`src/rtl/if_id_pipe_stage.sv`:
```
// IF/ID pipeline stage: valid/ready handshake with a 2-entry skid buffer and flush-to-bubble.
// Define IF_ID_PERF_CNT_EN to add the saturating stall_cnt / flush_cnt performance counters.
module if_id_pipe_stage #(
  parameter int unsigned INST_W = 32,
  parameter int unsigned ADDR_W = 64,
  parameter logic [INST_W-1:0] NOP_INST = INST_W'(32'hD503201F)
`ifdef IF_ID_PERF_CNT_EN
  ,
  parameter int unsigned CNT_W = 32
`endif
) (
  input  logic              clk,
  input  logic              reset,
  input  logic              in_valid,
  output logic              in_ready,
  input  logic [INST_W-1:0] Inst_IF,
  input  logic [ADDR_W-1:0] PC_out_IF,
  input  logic [ADDR_W-1:0] Add_4_IF,
  input  logic              flush,
  output logic              out_valid,
  input  logic              out_ready,
  output logic [INST_W-1:0] Inst_ID,
  output logic [ADDR_W-1:0] PC_out_ID,
  output logic [ADDR_W-1:0] Add_4_ID
`ifdef IF_ID_PERF_CNT_EN
  ,
  output logic [CNT_W-1:0]  stall_cnt,
  output logic [CNT_W-1:0]  flush_cnt
`endif
);

  typedef enum logic [1:0] {StEmpty, StOne, StTwo} state_e;

  state_e              state_q, state_d;
  logic                in_ready_q, in_ready_d;
  logic [INST_W-1:0]   main_inst_q, main_inst_d, skid_inst_q, skid_inst_d;
  logic [ADDR_W-1:0]   main_pc_q, main_pc_d, skid_pc_q, skid_pc_d;
  logic [ADDR_W-1:0]   main_a4_q, main_a4_d, skid_a4_q, skid_a4_d;
  logic                in_fire, out_fire;

  assign in_fire  = in_valid & in_ready_q;
  assign out_fire = (state_q != StEmpty) & out_ready;

  always_comb begin
    state_d     = state_q;
    main_inst_d = main_inst_q;
    main_pc_d   = main_pc_q;
    main_a4_d   = main_a4_q;
    skid_inst_d = skid_inst_q;
    skid_pc_d   = skid_pc_q;
    skid_a4_d   = skid_a4_q;
    unique case (state_q)
      StEmpty: begin
        if (in_fire) begin
          state_d     = StOne;
          main_inst_d = Inst_IF;
          main_pc_d   = PC_out_IF;
          main_a4_d   = Add_4_IF;
        end
      end
      StOne: begin
        if (in_fire && out_fire) begin
          main_inst_d = Inst_IF;
          main_pc_d   = PC_out_IF;
          main_a4_d   = Add_4_IF;
        end else if (in_fire) begin
          state_d     = StTwo;
          skid_inst_d = Inst_IF;
          skid_pc_d   = PC_out_IF;
          skid_a4_d   = Add_4_IF;
        end else if (out_fire) begin
          state_d = StEmpty;
        end
      end
      StTwo: begin
        if (out_fire) begin
          state_d     = StOne;
          main_inst_d = skid_inst_q;
          main_pc_d   = skid_pc_q;
          main_a4_d   = skid_a4_q;
        end
      end
      default: state_d = StEmpty;
    endcase
    // Flush discards any entry loaded this cycle; PC fields keep the old main values.
    if (flush) begin
      state_d   = StEmpty;
      main_pc_d = main_pc_q;
      main_a4_d = main_a4_q;
    end
    if (state_d == StEmpty) begin
      main_inst_d = NOP_INST;
    end
    in_ready_d = (state_d != StTwo);
  end

  always_ff @(posedge clk) begin
    if (!reset) begin
      state_q     <= StEmpty;
      in_ready_q  <= 1'b1;
      main_inst_q <= NOP_INST;
      main_pc_q   <= '0;
      main_a4_q   <= '0;
      skid_inst_q <= '0;
      skid_pc_q   <= '0;
      skid_a4_q   <= '0;
    end else begin
      state_q     <= state_d;
      in_ready_q  <= in_ready_d;
      main_inst_q <= main_inst_d;
      main_pc_q   <= main_pc_d;
      main_a4_q   <= main_a4_d;
      skid_inst_q <= skid_inst_d;
      skid_pc_q   <= skid_pc_d;
      skid_a4_q   <= skid_a4_d;
    end
  end

  assign in_ready  = in_ready_q;
  assign out_valid = (state_q != StEmpty);
  assign Inst_ID   = main_inst_q;
  assign PC_out_ID = main_pc_q;
  assign Add_4_ID  = main_a4_q;

`ifdef IF_ID_PERF_CNT_EN
  logic [CNT_W-1:0] stall_cnt_q, stall_cnt_d, flush_cnt_q, flush_cnt_d;

  always_comb begin
    stall_cnt_d = stall_cnt_q;
    flush_cnt_d = flush_cnt_q;
    if (out_valid && !out_ready && !(&stall_cnt_q)) begin
      stall_cnt_d = stall_cnt_q + 1'b1;
    end
    if (flush && (out_valid || in_fire) && !(&flush_cnt_q)) begin
      flush_cnt_d = flush_cnt_q + 1'b1;
    end
  end

  always_ff @(posedge clk) begin
    if (!reset) begin
      stall_cnt_q <= '0;
      flush_cnt_q <= '0;
    end else begin
      stall_cnt_q <= stall_cnt_d;
      flush_cnt_q <= flush_cnt_d;
    end
  end

  assign stall_cnt = stall_cnt_q;
  assign flush_cnt = flush_cnt_q;
`endif

endmodule

```
`config.mk`:
```
export PLATFORM = sky130hd
export DESIGN_NAME = if_id_pipe_stage
export DESIGN_NICKNAME = d
export VERILOG_FILES = /design/src/rtl/if_id_pipe_stage.sv
export SDC_FILE = /design/constraint.sdc
export NUM_CORES = 1
export LEC_CHECK = 0
export CORE_MARGIN = 4
export CORE_UTILIZATION = 40
export CTS_CLUSTER_DIAMETER = 30
export CTS_CLUSTER_SIZE = 8
export DETAILED_ROUTE_END_ITERATION = 12
export PLACE_DENSITY = 0.66
export SYNTH_ARGS = -nofsm -noshare
export SYNTH_HDL_FRONTEND = slang
export SYNTH_SLANG_ARGS = --single-unit
```
`constraint.sdc`:
```
create_clock -name clk -period 2.5 [get_ports clk]
set_clock_uncertainty 0.2 [all_clocks]
set_input_delay 0.5 -clock clk [delete_from_list [all_inputs] [get_ports clk]]
set_output_delay 0.5 -clock clk [all_outputs]
set_load 0.01 [all_outputs]
```
==> results by group, run 1 <==
Critical path
  • CP bufs+invs: 1
  • CP Data Required Time: 1.80 ns
  • Crit Path Category: reg -> out
  • Crit. Startpoint: Add_4_ID[5]
  • Crit. End Element: output port
  • Crit path max fanout: 2
  • Reg-to-reg startpoint: state_q[1]
  • Critical path cell sequence: clkdlybuf4s50_1
  • Worst path top cell family by delay: buffers and inverters
  • Crit path arrival time: 1.50 ns
  • Slowest CP cell: clkdlybuf4s50_1
  • CP startpoint kind: flip-flop
  • Crit path largest cell delay: 0.62 ns

STA
  • Number of setup violations in the final report: 0
  • Worst-Margin Slew: 0.476 ns
  • Hold slack: 0.0679 ns
  • Max Slew Vio Count: 0
  • Final hold vios: 0
  • Max-slew headroom: 68.3%
  • Ratio of final minimum period to clock period: 88.0%
  • Min cycle time layout: 2.20 ns
  • Max Clk Rate: 454 MHz
  • Unrepaired setup endpoints after global routing: false

Route
  • Drt via density: 5.08
  • WL/cell: 16.4 µm
  • DR pass1 iterations: 5
  • Initial DRC Count: 703
  • Vias: 12,278
  • Routed Antenna Nets: 0
  • Final wirelength: 39.7 mm
  • Drt drc: 0

Final layout
  • Layout Cells excl Fill: 2,416
  • Final Net Count: 2,079
  • Area Overhead vs Synth: 50.0%
  • Fin util: 60.7%
  • Layout cells sized above 1: 9.88%

Clock tree
  • # H-tree levels: 3
  • Skew-Pair Late Insertion Delay: 0.54 ns
  • Post-CTS Setup Inserts: 0
  • CTS Buffer Depth: 3
  • Clk sinks: 323
  • Clk slew on worst S/H paths: 0.04 ns
  • CTS tree: done
  • Hold_buf cts: 0
  • Clock Tree Root: clkbuf_16
  • CTS Buf Count: 74

Min path
  • Hold path start: reset
  • Worst hold path type: in -> reg

Synthesis
  • Register area share after synthesis: 49.1%
  • Main synth FF type: dfxtp_1
  • Cells after Synth: 1,592
  • Commonest cells post-synth: 362 x nand2_1, 323 x dfxtp_1, 270 x nor2_1
  • Syn Std Cell Area: 13,200 µm²
  • Syn Area/Cell: 8.27 µm²
  • Async S/R FF share, synth: 0%
  • Most numerous cell in the Yosys netlist: nand2_1
  • Distinct cells, synth: 30
  • FF+latch count, synth: 323
  • Yosys top cell by area: dfxtp_1
  • Post-synth EDFFs: 0
  • Yosys warns: 0
  • Synth top area cells: dfxtp_1 49%, nand2_1 10%, o211a_1 9.7%
  • Synth top area share: 49.1%
  • Syn nets: 1,757

Floorplan
  • Core ar.: 32,500 µm²
  • Die Ht: 189 µm
  • Die area: 35,900 µm²
  • Starting Density: 40.5%
  • Rows: 66
  • # IOs: 327
  • Chip width: 189 µm

Power
  • Pwr dens: 840 nW/µm²
  • VDD IR max: 491 µV
  • LEAKAGE: 0.00880 µW

Place
  • Detailed Place HPWL: 24.6 mm
  • Port Buffers: 326
  • GP Congestion: 0.811
  • Dpl cells: 2,280

GRT
  • Largest net degree at the start of global routing: 110
  • First-pass GRT wire length: 63.9 mm
  • GRT Residual Overflow: 0
  • Overall routing resource usage: 21.4%
  • Antenna violations before repair: 1
  • Vias in the first global route: 12,538

Outcome
  • Status: finished, final reports clean

Flow run
  • Max cap viols: 0
## power breakdown
part           total, µW  switching [µW]  internal [µW]
Sequential          5510             128           5380
Clock               9660            3070           6590
Combinational       1420             606            813
Total              16600            3810          12800
## worst paths after layout
check	endpoint	slack, ns	cells past startpoint
setup / recovery	Add_4_ID[5]	0.30	1
hold / removal	Add_4_ID[37]	0.07	2
setup reg to reg	Add_4_ID[2]	0.44	6
hold reg to reg	Inst_ID[15]	0.24	2
## routing by layer
layer	wire length (µm)	track usage [%]	vias to the layer above
met5	0	0	-
met3	2620	5.60	59
met2	18900	35.5	374
met1	17300	27.4	5805
met4	744	6.65	0
li1	-	-	6040
## cell families (layout without fill, tap and decap cells)
family          after synthesis  in the layout  synth area share, %
mux                           1              1               0.0761
buf+inv                     139            520                 5.03
other cells                   0              1                    0
compound gates              486            486                 27.0
simple gates                643            643                 18.8
flops                       323            323                 49.1
## area by class of cell
type	instances	area, µm²
clock buffers	96	2030
repair buffers	383	4060
fillers	2795	12800
flip-flops and latches	323	6470
clock inverters	39	534
inverters	2	7.51
well taps	442	553
diodes	1	2.50
multi-input cells	1130	6080
## metrics by stage
stage          total power, µW  instance area, µm²  setup slack [ns]  setup TNS, ns
2_1_floorplan             6150               13200             0.599              0
3_3_place_gp              7000               17200           -0.0176        -0.0698
3_5_place_dp              7010               17200           -0.0479         -0.524
4_1_cts                  16800               19700           0.00181              0
5_1_grt                  17200               19700             0.229              0
6_report                 16600               19700             0.299              0
## cell usage in the layout, fill, tap and decap left out, drive strengths merged
cell type	instances
a211o	1
a21boi	160
a21oi	1
a311oi	1
a31oi	19
and2	1
and3b	1
buf	58
bufinv	8
clkbuf	96
clkdlybuf4s50	324
clkinv	25
clkinvlp	5
dfxtp	323
diode	1
dlymetal6s2s	1
inv	3
mux2i	1
nand2	362
nand2b	3
nand3b	1
nor2	270
nor2b	2
nor3	1
o211a	128
o21ai	160
o22a	1
o22ai	13
o31ai	1
o32ai	1
or2	2
## flip-flops by register name, indices dropped and copies added (netlist names)
name	count
skid_a4_q	64
Add_4_ID	64
state_q	2
PC_out_ID	64
Inst_ID	32
skid_pc_q	64
skid_inst_q	32
in_ready	1
## repair_timing
| item | CTS | global route |
|---|---|---|
| hold endpoints to repair | 0 | 0 |
| setup endpoints to repair | 1 | 1 |
| resized for setup | 3 | 1 |
| pin swaps | 0 | 0 |
Note: power is estimated with default switching activity, not from simulation.
==> run 2, diff against run 1 <==
==> constraint.sdc (replaced) <==
create_clock -name clk -period 2.2 [get_ports clk]
set_clock_uncertainty 0.2 [all_clocks]
set_input_delay 0.44 -clock clk [delete_from_list [all_inputs] [get_ports clk]]
set_output_delay 0.44 -clock clk [all_outputs]
set_load 0.01 [all_outputs]
==> results by group, run 2 (synthesized netlist as in run 1, its figures left out) <==
Final layout
  • Final Net Count: 2,079
  • Area Overhead vs Synth: 50.4%
  • Most common cell after layout, fill and taps aside: nand2_1
  • Post-route cell area: 19,800 µm²
  • Layout cells sized above 1: 9.73%
  • Layout Cells excl Fill: 2,418
  • Most frequent cells in the layout: 361 x nand2_1, 322 x clkdlybuf4s50_1, 321 x dfxtp_1, 270 x nor2_1, 136 x o21ai_0

Critical path
  • Crit path largest cell delay: 0.57 ns
  • CP bufs+invs: 1
  • Crit. End Element: output port
  • Critical R2R Capture: Add_4_ID[37]
  • Crit path max fanout: 2
  • Worst path top cell family by delay: buffers and inverters
  • Worst R2R Path Depth: 6
  • Crit Path Category: reg -> out
  • Crit path arrival time: 1.50 ns
  • FF-to-FF setup slack: 0.21 ns
  • Slowest CP cell: clkdlybuf4s50_1
  • CP Data Required Time: 1.56 ns
  • Reg-to-reg startpoint: state_q[1]
  • Critical path cell sequence: clkdlybuf4s50_1
  • CP startpoint kind: flip-flop
  • Worst path depth: 1

Min path
  • Hold path start: skid_pc_q[16]
  • Worst hold path type: reg -> reg
  • Worst Hold Endpoint: skid_pc_q[16]
  • Worst Hold Path Cells: 2

Clock tree
  • CTS Buffer Depth: 3
  • Post-CTS Setup Inserts: 0
  • Clock Tree Root: clkbuf_16
  • CTS tree: done
  • Clk sinks: 323
  • # H-tree levels: 3
  • Skew-Pair Late Insertion Delay: 0.55 ns
  • CTS Buf Count: 73
  • Clk slew on worst S/H paths: 0.04 ns

GRT
  • Overall routing resource usage: 21.4%
  • Antenna violations before repair: 3
  • Vias in the first global route: 12,103
  • First-pass GRT wire length: 63.5 mm
  • GRT Residual Overflow: 0
  • Largest net degree at the start of global routing: 89

Power
  • Cell internal pwr: 14,800 µW
  • Sw Ratio: 21.9%
  • Clk pwr share: 58.5%
  • Gate power share: 8.6%
  • VDD IR max: 613 µV
  • Register share of total power: 33.0%
  • Total power draw: 19,000 µW
  • Switch Pwr: 4150 µW
  • LEAKAGE: 0.00882 µW
  • Pwr dens: 960 nW/µm²

STA
  • Max Slew Vio Count: 0
  • Final hold vios: 0
  • Ratio of final minimum period to clock period: 97.3%
  • Max-slew headroom: 74.9%
  • Max Clk Rate: 467 MHz
  • Min cycle time layout: 2.14 ns
  • Unrepaired setup endpoints after global routing: false
  • Worst-Margin Slew: 0.377 ns
  • Number of setup violations in the final report: 0

Outcome
  • Status: finished, final reports clean

Floorplan
  • Starting Density: 40.5%
  • Die area: 35,900 µm²
  • Core ar.: 32,500 µm²
  • # IOs: 327
  • Die Ht: 189 µm
  • Chip width: 189 µm
  • Rows: 66

Route
  • Drt via density: 5.12
  • Initial DRC Count: 816
  • Drt drc: 0
  • WL/cell: 16.5 µm
  • Vias: 12,390
  • DR pass1 iterations: 5
  • Routed Antenna Nets: 0
  • Final wirelength: 39.9 mm

Place
  • Port Buffers: 326
  • Detailed Place HPWL: 25.0 mm
  • GP Congestion: 0.819
  • Dpl cells: 2,280
  • Area post-placement: 17,200 µm²

Flow run
  • Max cap viols: 0
## run 2: worst max-delay path by stage
stage / endpoint / from
6_report: Add_4_ID[41] / Add_4_ID[41]
3_3_place_gp: Add_4_ID[63] / flush
3_5_place_dp: Add_4_ID[63] / flush
5_1_grt: Add_4_ID[12] / Add_4_ID[12]
2_1_floorplan: PC_out_ID[61] / flush
4_1_cts: in_ready / in_ready
## run 2: final cells by class
cell class	instances	area [µm²]
timing repair buffer	384	4110
multi-input combinational	1130	6080
clock buffer	102	2100
tap	442	553
sequential	323	6470
fill	2807	12700
clock inverter	33	473
inverter	2	7.51
antenna	2	5.00
## run 2: layer usage
metal	vias up	global-route usage, %	part of all wire (%)
met4	2	7.65	2.4
met3	74	5.27	7.0
met1	5869	27.5	43
li1	6031	-	-
met2	414	35.0	47
met5	-	0	0.033
## run 2: timing repair
action                     CTS  global route
gates cloned                 0             0
hold endpoints to repair     1             0
setup endpoints to repair    1             2
resized for setup            4             2
hold buffers                 1             0
## run 2: worst min-delay path, stage by stage, from the launching register on
cell	delay (ns)
dfxtp_1	0.30
nand2_1	0.05
a21boi_1	0.05
## run 2: through the flow
| step | utilization, % | hold slack, ns | setup TNS, ns | setup WS, ns |
|---|---|---|---|---|
| after floorplan | - | 0.235 | 0 | 0.359 |
| after global placement | 52.8 | 0.240 | -30.81 | -0.261 |
| after detailed placement | 52.8 | 0.245 | -36.50 | -0.257 |
| after CTS | 60.8 | 0.243 | 0 | 0.0113 |
| after global routing | 60.8 | 0.263 | 0 | 0.00580 |
| final | 60.8 | 0.249 | 0 | 0.0588 |
## run 2: power groups by stage
stage	clock, µW	combinational, µW	sequential, µW
2_1_floorplan	0	581	6410
3_3_place_gp	0	1610	6360
3_5_place_dp	0	1630	6360
4_1_cts	11300	1650	6260
5_1_grt	11600	1760	6280
6_report	11100	1630	6260
==> run 3, diff against run 2 <==
==> constraint.sdc (replaced) <==
create_clock -name clk -period 2.05 [get_ports clk]
set_clock_uncertainty 0.2 [all_clocks]
set_input_delay 0.41 -clock clk [delete_from_list [all_inputs] [get_ports clk]]
set_output_delay 0.41 -clock clk [all_outputs]
set_load 0.01 [all_outputs]
==> results by group, run 3 (synthesized netlist as in run 1, its figures left out) <==
Power
  • Cell internal pwr: 16,000 µW
  • Pwr dens: 1040 nW/µm²
  • Total power draw: 20,400 µW
  • LEAKAGE: 0.00964 µW
  • Sw Ratio: 21.6%
  • Switch Pwr: 4410 µW
  • Clk pwr share: 59.2%
  • Gate power share: 7.9%
  • VDD IR max: 641 µV
  • Register share of total power: 32.8%

STA
  • Max Slew Vio Count: 0
  • Ratio of final minimum period to clock period: 98.4%
  • Number of setup violations in the final report: 0
  • Final hold vios: 0
  • Max-slew headroom: 54.3%
  • Worst-Margin Slew: 0.686 ns
  • Max Clk Rate: 496 MHz
  • Unrepaired setup endpoints after global routing: true
  • Min cycle time layout: 2.02 ns

Route
  • Initial DRC Count: 710
  • Routed Antenna Nets: 0
  • WL/cell: 16.6 µm
  • Drt drc: 0
  • DRT met1 WL: 17.3 mm
  • Top Metal Used: met4
  • Vias: 12,445
  • Final wirelength: 40.1 mm
  • Met2 wire length: 19.0 mm
  • Routed wl met3: 2.95 mm
  • DR pass1 iterations: 5
  • Drt via density: 5.14

Clock tree
  • Skew-Pair Late Insertion Delay: 0.55 ns
  • CTS Buffer Depth: 3
  • Clk sinks: 323
  • # H-tree levels: 3
  • Clk slew on worst S/H paths: 0.04 ns
  • Clock Tree Root: clkbuf_16
  • CTS tree: done
  • Hold_buf cts: 0
  • Post-CTS Setup Inserts: 0
  • CTS Buf Count: 74

Critical path
  • CP startpoint kind: flip-flop
  • Crit. Startpoint: PC_out_ID[35]
  • Slowest CP cell: clkdlybuf4s50_1
  • Critical path cell sequence: clkdlybuf4s50_1
  • Crit path largest cell delay: 0.54 ns
  • Reg-to-reg startpoint: state_q[1]
  • Crit. End Element: output port
  • CP bufs+invs: 1
  • Crit path max fanout: 2
  • Crit path arrival time: 1.41 ns
  • Worst path top cell family by delay: buffers and inverters
  • CP Data Required Time: 1.44 ns
  • Crit Path Category: reg -> out

GRT
  • Largest net degree at the start of global routing: 146
  • First-pass GRT wire length: 64.5 mm
  • GRT Residual Overflow: 0
  • Antenna violations before repair: 0
  • Vias in the first global route: 12,569
  • Overall routing resource usage: 21.6%

Floorplan
  • Chip width: 189 µm
  • Rows: 66
  • Die Ht: 189 µm
  • Starting Density: 40.5%
  • Core ar.: 32,500 µm²
  • # IOs: 327
  • Die area: 35,900 µm²

Place
  • GP Congestion: 0.807
  • Detailed Place HPWL: 25.1 mm
  • Port Buffers: 326

Final layout
  • ANT cells: 0
  • Area Overhead vs Synth: 49.6%
  • Layout cells sized above 1: 10.4%
  • Fin util: 60.5%
  • Most frequent cells in the layout: 361 x nand2_1, 322 x dfxtp_1, 270 x nor2_1, 165 x clkdlybuf4s50_1
  • Final Net Count: 2,087
  • Most common cell after layout, fill and taps aside: nand2_1

Min path
  • Hold path start: reset
  • Worst hold path type: in -> reg

Flow run
  • Max cap viols: 0

Outcome
  • Status: finished, final reports clean
run 3: cell count changes in the layout (fill, tap and decap cells not counted), sizes merged, moves of 2 or more:
cell	change
dlymetal6s2s	+26
clkdlybuf4s50	-157
clkinv	-7
buf	+8
diode	-2
clkinvlp	+6
dlygate4sd2	+131
run 3: stage by stage:
| stage | std cells | setup TNS, ns | setup WS, ns | cell area, µm² | hold WS, ns |
|---|---|---|---|---|---|
| after floorplan | 1592 | 0 | 0.239 | 13200 | 0.235 |
| after global placement | 2287 | -85.49 | -0.409 | 17100 | 0.240 |
| after detailed placement | 2287 | -92.51 | -0.447 | 17100 | 0.245 |
| after CTS | 2419 | 0 | 0.000267 | 19600 | 0.0806 |
| after global routing | 2420 | -0.0230 | -0.00771 | 19700 | 0.0955 |
| final | 2420 | 0 | 0.0319 | 19700 | 0.106 |
run 3: area by class of cell:
| type | instances | area [µm²] |
|---|---|---|
| Inverter | 2 | 7.51 |
| Clock buffer | 101 | 2210 |
| Multi-Input combinational cell | 1130 | 6080 |
| Fill cell | 2847 | 12900 |
| Sequential cell | 323 | 6470 |
| Clock inverter | 31 | 408 |
| Timing Repair Buffer | 391 | 3960 |
| Tap cell | 442 | 553 |
run 3: worst paths after layout:
kind,to,slack (ns),cells after the start
worst max-delay path,PC_out_ID[35],0.03,1
worst min register to register,skid_inst_q[10],0.25,2
worst min-delay path,state_q[0],0.11,4
worst max register to register,Add_4_ID[50],0.08,6
run 3: worst reg2reg max path, stage by stage (launching register included):
cell and delay (ns):
dfxtp_1 0.34, or2_2 0.33, o32ai_4 0.31, buf_6 0.23
buf_12 0.20, o21ai_0 0.13, o211a_1 0.14
run 3: repair_timing:
item,4_1_cts,5_1_grt
resized for setup,137,40
endpoints found under the setup margin,132,88
cloned,0,1
run 3: power by group through the flow:
| stage | Sequential (µW) | Clock [µW] | Combinational [µW] |
|---|---|---|---|
| 2_1_floorplan | 6880 | 0 | 624 |
| 6_report | 6710 | 12100 | 1620 |
| 3_5_place_dp | 6820 | 0 | 1730 |
| 3_3_place_gp | 6820 | 0 | 1710 |
| 5_1_grt | 6730 | 12700 | 1770 |
| 4_1_cts | 6710 | 12300 | 1630 |
run 3: routing by layer:
metal	up-vias	global-route usage, %
li1	6054	-
met1	5948	27.4
met2	382	35.7
met3	61	5.90
met4	0	7.12
met5	-	0
